### config.mk
export PLATFORM = sky130hd
export DESIGN_NAME = button_bank
export DESIGN_NICKNAME = d
export VERILOG_FILES = /design/src/rtl/button_bank.sv
export SDC_FILE = /design/constraint.sdc
export NUM_CORES = 1
export LEC_CHECK = 0
export BUFFER_PORTS_ARGS = -buffer_cell sky130_fd_sc_hd__buf_4
export CAP_MARGIN = 20
export CORE_MARGIN = 1.5
export CORE_UTILIZATION = 30
export CTS_CLUSTER_DIAMETER = 60
export DETAILED_ROUTE_END_ITERATION = 6
export PLACE_DENSITY = 0.43
export SYNTH_ARGS = -nofsm -noshare
export SYNTH_HDL_FRONTEND = slang
export SYNTH_SLANG_ARGS = --single-unit
### constraint.sdc
create_clock -name clk -period 3.2 [get_ports clk]
set_input_delay 0.48 -clock clk [delete_from_list [all_inputs] [get_ports clk]]
set_output_delay 0.48 -clock clk [all_outputs]
set_load 0.1 [all_outputs]
### src/rtl/button_bank.sv
// N-channel push-button conditioner: 2-FF synchroniser, debounce, press/release
// edges, and a per-channel hold FSM producing long-press and auto-repeat pulses.
module button_bank #(
  parameter int N           = 4,
  parameter int DB_CYCLES   = 500000,
  parameter int LONG_CYCLES = 50000000,
  parameter int RPT_CYCLES  = 10000000
) (
  input  logic         clk,
  input  logic         rst,
  input  logic [N-1:0] btn_in,
  output logic [N-1:0] level,
  output logic [N-1:0] press,
  // Named "released" because "release" is a reserved word in SystemVerilog.
  output logic [N-1:0] released,
  output logic [N-1:0] long_press,
  output logic [N-1:0] rpt
);

  localparam int DB_W   = $clog2(DB_CYCLES + 1);
  localparam int HOLD_W = $clog2(LONG_CYCLES);
  localparam int RPT_W  = $clog2(RPT_CYCLES);

  typedef enum logic [1:0] {IDLE, HELD, REPEAT} hold_t;

  for (genvar i = 0; i < N; i++) begin : g_ch
    logic              s1, s2;
    logic [DB_W-1:0]   db_cnt;
    logic              level_q, press_q, release_q;
    logic              flip;
    hold_t             state, state_nx;
    logic [HOLD_W-1:0] hold_cnt, hold_nx;
    logic [RPT_W-1:0]  rpt_cnt, rpt_nx;
    logic              long_q, long_nx;
    logic              rpt_q, rpt_pulse_nx;

    // The level flips on the cycle after the counter has reached DB_CYCLES,
    // giving DB_CYCLES+2 cycles from a stable input to the level change.
    assign flip = (s2 != level_q) && (db_cnt == DB_W'(DB_CYCLES));

    always_ff @(posedge clk) begin
      if (rst) begin
        s1        <= 1'b0;
        s2        <= 1'b0;
        db_cnt    <= '0;
        level_q   <= 1'b0;
        press_q   <= 1'b0;
        release_q <= 1'b0;
      end else begin
        s1        <= btn_in[i];
        s2        <= s1;
        press_q   <= flip & ~level_q;
        release_q <= flip & level_q;
        if (s2 == level_q) begin
          db_cnt <= '0;
        end else if (flip) begin
          db_cnt  <= '0;
          level_q <= ~level_q;
        end else begin
          db_cnt <= db_cnt + DB_W'(1);
        end
      end
    end

    always_comb begin
      state_nx     = state;
      hold_nx      = hold_cnt;
      rpt_nx       = rpt_cnt;
      long_nx      = 1'b0;
      rpt_pulse_nx = 1'b0;
      if (flip && level_q) begin
        // Falling edge wins in every state and suppresses any pending pulse.
        state_nx = IDLE;
        hold_nx  = '0;
        rpt_nx   = '0;
      end else begin
        case (state)
          IDLE: begin
            if (flip) begin
              state_nx     = HELD;
              hold_nx      = '0;
              rpt_pulse_nx = 1'b1;
            end
          end
          HELD: begin
            if (hold_cnt == HOLD_W'(LONG_CYCLES - 1)) begin
              state_nx     = REPEAT;
              hold_nx      = '0;
              rpt_nx       = '0;
              long_nx      = 1'b1;
              rpt_pulse_nx = 1'b1;
            end else begin
              hold_nx = hold_cnt + HOLD_W'(1);
            end
          end
          REPEAT: begin
            if (rpt_cnt == RPT_W'(RPT_CYCLES - 1)) begin
              rpt_nx       = '0;
              rpt_pulse_nx = 1'b1;
            end else begin
              rpt_nx = rpt_cnt + RPT_W'(1);
            end
          end
          default: state_nx = IDLE;
        endcase
      end
    end

    always_ff @(posedge clk) begin
      if (rst) begin
        state    <= IDLE;
        hold_cnt <= '0;
        rpt_cnt  <= '0;
        long_q   <= 1'b0;
        rpt_q    <= 1'b0;
      end else begin
        state    <= state_nx;
        hold_cnt <= hold_nx;
        rpt_cnt  <= rpt_nx;
        long_q   <= long_nx;
        rpt_q    <= rpt_pulse_nx;
      end
    end

    assign level[i]      = level_q;
    assign press[i]      = press_q;
    assign released[i]   = release_q;
    assign long_press[i] = long_q;
    assign rpt[i]        = rpt_q;
  end

endmodule

# After elaboration in Yosys (flattened, before gate mapping)
# Index checks and enable logic that the tools add are counted.
[classes] add_sub_neg=12 n_eq_ne=36 mux=52 n_bitwise=24 n_reduce_logical=48
[op_table] cell="26-bit two-way mux" n=8
[op_table] cell="26-bit case mux with 2 select lines" n=4
[op_table] cell="24-bit two-way mux" n=8
[op_table] cell="24-bit case mux with 2 select lines" n=4
[op_table] cell="26-bit by 1-bit adder with 26-bit output (second input constant)" n=4
[op_table] cell="26-bit equality test (second input constant)" n=4
[op_table] cell="24-bit by 1-bit adder with 24-bit output (second input constant)" n=4
[op_table] cell="24-bit equality test (second input constant)" n=4
[op_table] cell="19-bit by 1-bit adder with 19-bit output (second input constant)" n=4
[op_table] cell="19-bit equality test (second input constant)" n=4
[op_table] cell="2-bit case mux with 3 select lines" n=4
[op_table] cell="2-bit AND reduction" n=12
[op_table] cell="3-bit OR reduction" n=8
[op_table] cell="2-bit two-way mux" n=8
[op_table] cell="2-bit != test (second input constant)" n=8
[op_table] cell="1-bit NOT" n=16
[op_table] cell="2-bit nonzero test" n=8
[op_table] cell="1-bit two-way mux" n=12
[op_table] cell="1-bit case mux with 3 select lines" n=4
[op_table] cell="3-bit AND reduction" n=4
[op_table] cell="1-bit AND" n=8
[op_table] cell="2-bit by 1-bit equality test with 1-bit output (second input constant)" n=4
[op_table] cell="2-bit equality test (second input constant)" n=4
[op_table] cell="1-bit logical AND" n=8
[op_table] cell="4 further kinds" n=16
[word_totals] reg_bits=312 in_bits=6 elab_cells=216

# Longest topological paths before layout
[depth] depth_word=4 ltp_mapped=10 mapped_depth_nobuf=8

# Worst setup path after synthesis
# Ideal clock, no wire load.
[synth_path] path_type="register to register" from="reg g_ch[1].hold_cnt[0]" to="reg g_ch[1].rpt_cnt[8]" t_arrival_ns=2.247 required_ns=3.080 path_slack_ns=0.832 stages_incl_launch_ff=9 n_path_buf=1 path_cell_list="dfxtp_1 ha_1 nand3_1 or4_1 o21a_1 clkbuf_1 or4_1 xor2_1 nor2_1"
[synth_between] elab_chain_cells=3
[synth_rtl] element="start: declaration" line="32" text="logic [HOLD_W-1:0] hold_cnt, hold_nx;"
[synth_rtl] element="start signal: assignment" line="118" text="hold_cnt <= hold_nx;"
[synth_rtl] element="26-bit equality test" line="86" text="if (hold_cnt == HOLD_W'(LONG_CYCLES - 1)) begin"
[synth_rtl] element="2-bit != test (no source line)"
[synth_rtl] element="2-bit AND reduction (no source line)"
[synth_rtl] element="end signal: assignment" line="119" text="rpt_cnt <= rpt_nx;"
[synth_rtl] element="end: declaration" line="33" text="logic [RPT_W-1:0] rpt_cnt, rpt_nx;"
# No other way between the ends.
# A chain may end at the register's enable or synchronous reset.

# Final worst setup path
[layout_path] from="reg g_ch[1].db_cnt[12]" to="reg g_ch[1].hold_cnt[5]"
[layout_between] elab_chain_cells=4 word_cells_on_any_way=6 cone_classes="2 x eq/ne; 4 x reduce/logical"
[layout_rtl] element="start: declaration" line="28" text="logic [DB_W-1:0] db_cnt;"
[layout_rtl] element="start signal: assignment" line="60" text="db_cnt <= db_cnt + DB_W'(1);"
[layout_rtl] element="19-bit equality test *" line="39" text="assign flip = (s2 != level_q) && (db_cnt == DB_W'(DB_CYCLES));"
[layout_rtl] element="1-bit logical AND *" line="39"
[layout_rtl] element="2-bit != test (no source line) / 1-bit logical AND (equally long branches)"
[layout_rtl] element="2-bit AND reduction (no source line) / 2-bit OR reduction (equally long branches)"
# Every way passes the cells marked *; elsewhere a longest branch is shown, timed or not.

==> flow_summary.json <==
{
  "run_status": "complete, no violations",
  "cts_root_buf": "clkbuf_16",
  "ys_warn_count": 0,
  "worst-setup-path-type": "reg -> reg",
  "final_cells": 2571,
  "met1_usage": 0.193,
  "area_growth_pct": 14.5,
  "drt_iter0_markers": 597,
  "worst_slack_ps": 423,
  "power_frac_seq": 0.447,
  "ant_nets": 0,
  "top_usage_layer": "met2",
  "skew_ps": 11.9,
  "crit_chain": "or4b_1, or4_4, o31a_1, buf_4, nor3_1, xnor2_1, nor2_1",
  "nNetsFinal": 1888,
  "fillers": 5374,
  "grt.overflow.total": 0,
  "max_stage_delay_ps": 590,
  "holdPathStages": 2,
  "yosysTopAreaCellShare": 0.411,
  "p_leak_nw": 5.57,
  "syn_area_sq_um": 15200,
  "worstSkewPairLatency_ps": 560,
  "drcViolationCount": 0,
  "slew_viol_final": 0,
  "slowest_stage": "o31a_1",
  "switchingPower_mw": 1.89,
  "grt_max_degree": 45,
  "period_share": 0.868,
  "place.gp.congestion": 0.750,
  "hold_path_end": "g_ch[2].s1",
  "cts_resized": 0,
  "ys_async_sr_fraction": 0,
  "coreArea_sq_um": 50100,
  "drtPass1Iterations": 7,
  "synth_cell_types": 59,
  "synth_commonest_cells": "312 x dfxtp_1, 282 x nor2_1, 137 x a21oi_1, 133 x nand2_1, 107 x nand3_1",
  "row_count": 82,
  "cts_setup_buffers": 0,
  "num_io_pins": 26,
  "tns_ps": 0,
  "syn_inst": 1864,
  "die_w_microns": 228,
  "clock_path_buffers": 3,
  "path_clk_slew_ps": 60,
  "dp_slack_ps": 428,
  "post_drt_wl_per_cell_microns": 14.3,
  "synth_area_leaders": "dfxtp_1 41%, nor2_1 7.0%, xnor2_1 4.6%, a21oi_1 4.5%, nand3_1 3.5%",
  "track_usage": 0.140,
  "rsz0062_at_grt": "no",
  "port_buffers": 25,
  "max_cap_violations": 0,
  "swShare": 0.216,
  "cts_sinks": 312,
  "diodes": 0,
  "post_dp_cell_area_sq_um": 16000,
  "rr_startpoint": "g_ch[1].db_cnt[12]",
  "grt_antenna_before_repair": 0,
  "grt_pass1_vias": 12400,
  "clkPwrFrac": 0.542,
  "grt_use_met3": 0.0233,
  "cp-start-kind": "register",
  "slew_headroom": 0.295,
  "p_int_mw": 6.83,
  "yosys.area.top_type": "dfxtp_1",
  "setup.worst_path.end_class": "register",
  "hold_class": "in -> reg",
  "finalHoldViolations": 0,
  "setup_viol_count_final": 0,
  "grt_pass1_wl_microns": 62400,
  "dieHeight_microns": 228,
  "min_from": "btn_in[2]",
  "dp_hpwl_microns": 23700,
  "grt_use_met2": 0.222,
  "ys_ff_latch": 312,
  "reg2reg_slack_ps": 420,
  "cts_hold_buf": 0,
  "start_util": 0.303,
  "cts_tree": "yes",
  "comb_power_share": 0.011,
  "synth_edf_count": 0,
  "fmax_mhz": 360,
  "drive_above_1_share": 0.0816,
  "ir_drop_mv": 0.336,
  "hold_slack_ps": 140,
  "numPlacedInstances": 2495,
  "syn_nets": 1886,
  "wl_microns": 36800,
  "viasPerCell": 5.06,
  "die_area_sq_um": 52000,
  "worstPathArrival_ps": 3210,
  "p_per_area_nw_per_um2": 501,
  "fin_crit_ps": 2780,
  "worst_pin_slew_ps": 1060,
  "cts_buffers": 41,
  "synth_most_common_cell": "dfxtp_1",
  "r2r-end": "g_ch[1].hold_cnt[5]",
  "synth_ff_type": "dfxtp_1",
  "htree_levels": 2,
  "vias": 13000,
  "ff2ff_path_depth": 7,
  "stdcell_area_sq_um": 17400,
  "crit_required_ps": 3630,
  "syn_avg_cell_area_sq_um": 8.15,
  "yosysSeqAreaShare": 0.411,
  "cp_max_fo": 22
}
## state kept, by name, summed over array words and instances (netlist names)
signal and count:
g_ch.rpt_q 4, g_ch.s2 4, g_ch.db_cnt 76, g_ch.press_q 4, g_ch.release_q 4, g_ch.hold_cnt 104, g_ch.long_q 4, g_ch.s1 4
g_ch.rpt_cnt 96, g_ch.level_q 4, g_ch.state 8
## area by class of cell
cell class | count | area, sq um | area share
clock inverter | 13 | 125 | 0.00719
timing repair buffer | 60 | 463 | 0.0266
multi-input combinational | 1415 | 8300 | 0.477
tap | 672 | 841 | 0.0483
inverter | 36 | 135 | 0.00777
clock buffer | 63 | 1280 | 0.0737
sequential | 312 | 6250 | 0.359
## per-layer routing
| layer | vias up | routed length [microns] |
|---|---|---|
| li1 | 6707 | - |
| met5 | - | 0 |
| met2 | 118 | 16300 |
| met4 | 0 | 807 |
| met1 | 6127 | 18700 |
| met3 | 51 | 1090 |
## kinds of logic (layout without fill, tap and decap cells)
group | count (synthesis) | after routing | share of synthesized area
and+or+nand+nor | 910 | 910 | 0.314
AOI/OAI and AO/OA | 348 | 348 | 0.136
DFF | 312 | 312 | 0.411
buffers and inverters | 137 | 172 | 0.0436
xor gates and xnor gates | 135 | 135 | 0.0779
adders and majority gates | 16 | 16 | 0.0132
muxes | 6 | 6 | 0.00396
## worst max-delay path by stage
stage | startpoint | slack, ps | to
2_1_floorplan | g_ch[1].hold_cnt[0] | 830 | g_ch[1].rpt_cnt[8]
3_5_place_dp | g_ch[1].db_cnt[12] | 430 | g_ch[1].hold_cnt[5]
4_1_cts | g_ch[1].db_cnt[12] | 400 | g_ch[1].hold_cnt[5]
5_1_grt | g_ch[0].db_cnt[13] | 220 | g_ch[0].hold_cnt[8]
3_3_place_gp | g_ch[1].db_cnt[12] | 410 | g_ch[1].hold_cnt[5]
6_report | g_ch[1].db_cnt[12] | 420 | g_ch[1].hold_cnt[5]
## cells in the final DEF, fill, tap and decap left out, types with 55 or more instances in the layout
cell,instances
a21oi_1,137
buf_4,59
dfxtp_1,312
nand2_1,133
nand3_1,107
nor2_1,281
nor3_1,57
o21ai_0,86
xnor2_1,80
xor2_1,55
## power by group through the flow
stage / registers, mW / clock network, mW / logic, mW
2_1_floorplan: 3.98 / 0 / 0.0601
3_3_place_gp: 3.98 / 0 / 0.0977
3_5_place_dp: 3.98 / 0 / 0.0978
4_1_cts: 3.89 / 4.91 / 0.0979
5_1_grt: 3.89 / 5.04 / 0.106
6_report: 3.90 / 4.73 / 0.0946
## critical path: cells and delay by family, from the launching register on
kind | cells | cell delay [ps]
compound gates | 1 | 590
simple gates | 4 | 1260
buf+inv | 1 | 310
flops | 1 | 340
xor+xnor | 1 | 150
## per-stage QoR
step / util / power (mW)
2_1_floorplan: - / 4.04
3_3_place_gp: 0.319 / 4.08
3_5_place_dp: 0.319 / 4.08
4_1_cts: 0.347 / 8.90
5_1_grt: 0.347 / 9.04
6_report: 0.347 / 8.72
Power figures use the tool's default switching activity.
